[src/rtl/if_bus_if.sv]
// Instruction-fetch bus interface: zero-latency scratch-pad fetches, and a
// request/grant/ready transaction on the shared bus for everything else.
module if_bus_if #(
    parameter int                ADDR_W   = 30,
    parameter int                DATA_W   = 32,
    parameter logic [2:0]        SPM_PAGE = 3'd1,
    parameter logic [DATA_W-1:0] NOP_INSN = '0
) (
    input  logic              clk,
    input  logic              reset,
    input  logic              stall,
    input  logic              flush,
    input  logic              req,
    input  logic [ADDR_W-1:0] addr,
    output logic              busy,
    output logic [DATA_W-1:0] insn,
    output logic              spm_as,
    output logic [ADDR_W-1:0] spm_addr,
    input  logic [DATA_W-1:0] spm_rd_data,
    output logic              bus_req,
    input  logic              bus_grnt,
    output logic              bus_as,
    output logic [ADDR_W-1:0] bus_addr,
    input  logic              bus_rdy,
    input  logic [DATA_W-1:0] bus_rd_data
);

    typedef enum logic [1:0] {IDLE, REQ, ACCESS, STALL} state_t;

    state_t            state;
    state_t            next_state;
    logic [DATA_W-1:0] rd_buf;
    logic              discard;
    logic              spm_hit;
    logic              bus_fetch;
    logic              drop;

    assign spm_hit   = req && (addr[ADDR_W-1:ADDR_W-3] == SPM_PAGE);
    assign bus_fetch = req && !spm_hit;
    assign spm_addr  = addr;
    // A flush seen anywhere during the bus cycle discards the returned word.
    assign drop      = flush || discard;

    // NOTE: sequential state uses non-blocking assignments so every register
    // samples the pre-edge values, independent of process ordering.
    always_ff @(posedge clk) begin
        if (!reset) begin
            state <= IDLE;
        end else begin
            state <= next_state;
        end
    end

    always_comb begin
        // NOTE: default first, so no path through the case can infer a latch.
        next_state = state;
        case (state)
            IDLE:    if (!flush && bus_fetch) next_state = REQ;
            REQ: begin
                if (bus_grnt)   next_state = ACCESS;
                else if (flush) next_state = IDLE;
            end
            ACCESS:  if (bus_rdy) next_state = (stall && !drop) ? STALL : IDLE;
            STALL:   if (!stall || flush) next_state = IDLE;
            default: next_state = IDLE;
        endcase
    end

    always_ff @(posedge clk) begin
        if (!reset) begin
            bus_req  <= 1'b0;
            bus_as   <= 1'b0;
            bus_addr <= '0;
            rd_buf   <= NOP_INSN;
            discard  <= 1'b0;
        end else begin
            case (state)
                IDLE: begin
                    if (!flush && bus_fetch) begin
                        bus_req  <= 1'b1;
                        bus_addr <= addr;
                    end
                end
                REQ: begin
                    // Grant beats a simultaneous flush; the cycle runs, data is dropped.
                    if (bus_grnt) begin
                        bus_as  <= 1'b1;
                        discard <= flush;
                    end else if (flush) begin
                        bus_req <= 1'b0;
                    end
                end
                ACCESS: begin
                    bus_as <= 1'b0;
                    if (flush) discard <= 1'b1;
                    if (bus_rdy) begin
                        bus_req <= 1'b0;
                        rd_buf  <= bus_rd_data;
                        discard <= 1'b0;
                    end
                end
                default: ;
            endcase
        end
    end

    always_comb begin
        busy   = 1'b0;
        insn   = NOP_INSN;
        spm_as = 1'b0;
        if (reset) begin
            case (state)
                IDLE: begin
                    if (!flush) begin
                        if (spm_hit) begin
                            spm_as = 1'b1;
                            insn   = spm_rd_data;
                        end else if (bus_fetch) begin
                            busy = 1'b1;
                        end
                    end
                end
                REQ:    busy = 1'b1;
                ACCESS: begin
                    if (!bus_rdy)   busy = 1'b1;
                    else if (!drop) insn = bus_rd_data;
                end
                STALL:  if (!flush) insn = rd_buf;
                default: ;
            endcase
        end
    end

endmodule

[config.mk]
export PLATFORM = sky130hd
export DESIGN_NAME = if_bus_if
export DESIGN_NICKNAME = d
export VERILOG_FILES = /design/src/rtl/if_bus_if.sv
export SDC_FILE = /design/constraint.sdc
export NUM_CORES = 1
export LEC_CHECK = 0
export CAP_MARGIN = 10
export CORE_ASPECT_RATIO = 0.6
export CORE_MARGIN = 5
export CORE_UTILIZATION = 42
export CTS_CLUSTER_SIZE = 16
export DETAILED_ROUTE_END_ITERATION = 7
export PLACE_DENSITY_LB_ADDON = 0.08
export SLEW_MARGIN = 20
export SYNTH_ARGS = -nofsm -noshare
export SYNTH_HDL_FRONTEND = slang
export SYNTH_SLANG_ARGS = --single-unit
[constraint.sdc]
create_clock -name clk -period 3.2 [get_ports clk]
set_input_delay 0.64 -clock clk [delete_from_list [all_inputs] [get_ports clk]]
set_output_delay 0.64 -clock clk [all_outputs]
set_load 0.01 [all_outputs]
==> flow_metrics.tcl <==
set metrics [dict create \
    grt_overflow 0 \
    cts_buffers 9 \
    max_slew.worst_pin.slew_ns 0.350 \
    multiInputGateArea_sq_um 1680 \
    fillers 656 \
    first_pass_iters 5 \
    yosysWarnings 0 \
    async_reset_ff_share_pct 0 \
    cts_tree "yes" \
    io_buffers 196 \
    final_cell_mix "clkdlybuf4s50_1 (164), nand2_1 (159), a21oi_1 (96)" \
    synth-edff-count 0 \
    ys_seq_area_share_pct 38.7 \
    finalSetupViolCount 0 \
    holdPathStages 2 \
    drive_gt1_share_pct 7.47 \
    dpl_cell_area_sq_um 5350 \
    crit_type "in -> out" \
    cts-root-buf "clkbuf_16" \
    clk_pin_slew_worst_paths_ns 0.05 \
    routedWlPerCell_um 15.4 \
    timing.fmax_ghz 0.326 \
    first_global_vias 3734 \
    hold_path.class "reg -> reg" \
    fin_area_sq_um 5590 \
    hold_buffers 0 \
    cts.htree.levels 3 \
    fin_nets 732 \
    syn-cell-area_sq_um 3470 \
    synth_flop_cell "dfxtp_1" \
    ios 197 \
    setup_slack_ns 0.128 \
    reg2regPathDepth 6 \
    synth.ff_latch_count 67 \
    r2r_start "state[0]" \
    die_w_um 127 \
    cp-end-kind "primary output" \
    required_ns 2.56 \
    dp_hpwl_um 8470 \
    drt_iter0_drc 259 \
    start_util_pct 43.6 \
    min_from "bus_addr[25]" \
    r2r-end "bus_req" \
    finalHoldViolations 0 \
    post-place-ws_ns -0.0935 \
    rows 25 \
    cts_sinks 67 \
    dieHeight_um 80.4 \
    gp_congestion 0.794 \
    power_density_nw_per_um2 411 \
    placed_cells 722 \
    synthCells 462 \
    n_antenna_cell 0 \
    vias_per_cell 5.29 \
    seq_area_sq_um 1340 \
    cts_setup_buffers 0 \
    crit_path_max_fanout 4 \
    synthToLayoutAreaGrowth_pct 61.2 \
    period_share_pct 96.0 \
    slew_viol_final 0 \
    synth_cell_types 33 \
    r2r_slack_ns 1.37 \
    mostFrequentLayoutCell "clkdlybuf4s50_1" \
    syn-num-nets 569 \
    grt_pass1_wl_um 18000 \
    p_leak_nw 2.04 \
    crit_arrival_ns 2.43 \
    ant_nets 0 \
    vdd_ir_drop_max_mv 0.295 \
    startpoint_type "primary input" \
    vias 3901 \
    grt_setup_unrepaired "false" \
    finalNonFillerCells 737 \
    fin_util_pct 70.3 \
    grt_max_degree 41 \
    cts.repair.resized 32 \
    grt_antenna_before_repair 0 \
    min_to "bus_addr[25]" \
    grt_use_total_pct 21.8 \
    max_cap_violations 0 \
    clk_latency_ns 0.33 \
    cts_buffer_depth 2 \
    syn_area_per_cell_sq_um 7.50 \
    setup-tns-final_ns 0 \
    routed_wl_um 11400 \
    slew_headroom_pct 76.0 \
    drc 0 \
    status "complete, no violations" \
    fin_worst_skew_ns 0.00566 \
    die_area_sq_um 10200 \
    post-route-min-period_ns 3.07 \
    core_region_area_sq_um 7950 \
]
[where the power goes]
part           total (mW)  switching (mW)  internal, mW
logic               0.488           0.218         0.270
clock network       0.912           0.332         0.580
registers           0.895          0.0228         0.873
[cells by family after synthesis]
group                      count (synthesis)  synth area share (%)
DFF                                       67                  38.7
AOI/OAI and AO/OA                        138                  24.5
buffers and inverters                     70                  13.0
muxes                                      1                 0.289
adders and majority gates                  6                  2.17
and+or+nand+nor                          180                  21.4
[flip-flops by register name, summed over array words and instances, names as in the netlist]
signal    count
bus_req       1
state         2
bus_as        1
bus_addr     30
rd_buf       32
discard       1
[area by class of cell]
| cell class | count | share of cell area, % |
|---|---|---|
| inverter | 4 | 0.269 |
| sequential | 67 | 24.0 |
| multi-input combinational | 325 | 30.1 |
| clock inverter | 2 | 0.179 |
| timing repair buffer | 218 | 38.2 |
| clock buffer | 13 | 4.84 |
| tap | 108 | 2.42 |
[how the worst max path moves through the flow]
stage	slack [ns]	cells after the start	end	from
4_1_cts	0.12	6	busy	addr[27]
6_report	0.13	6	busy	addr[29]
5_1_grt	0.05	5	spm_as	addr[29]
2_1_floorplan	0.93	5	insn[10]	addr[29]
3_5_place_dp	-0.09	7	insn[16]	addr[29]
3_3_place_gp	-0.04	7	insn[14]	addr[27]
[critical path, stage by stage]
cell	delay [ns]
clkdlybuf4s50_1	0.51
or3b_4	0.16
buf_4	0.13
nand2_1	0.07
a311oi_1	0.32
clkdlybuf4s50_1	0.60
[layer usage]
layer / track usage, % / wire (um) / vias to the layer above
li1: - / - / 1882
met5: 0 / 0 / -
met2: 36.5 / 5310 / 182
met1: 25.6 / 4700 / 1818
met4: 6.75 / 180 / 0
met3: 9.17 / 1190 / 19
[cells in the mapped netlist, types with 4 or more instances]
cell      number  share of area [%]
nand2_1      159                 17
a21oi_1       96                 14
dfxtp_1       67                 39
buf_4         34                7.4
a32oi_1       33                8.3
clkbuf_1      19                2.1
ha_1           6                2.2
nand2b_1       6                1.1
buf_2          5               0.72
buf_6          4                1.3
inv_1          4               0.43
[per-stage QoR]
| stage | total power [mW] | hold WS [ns] |
|---|---|---|
| floorplan | 1.13 | 0.436 |
| global placement | 1.39 | 0.440 |
| detailed placement | 1.40 | 0.446 |
| CTS | 2.32 | 0.452 |
| global route | 2.40 | 0.467 |
| finish | 2.30 | 0.451 |
No activity file was read; power rests on OpenSTA's default activity.
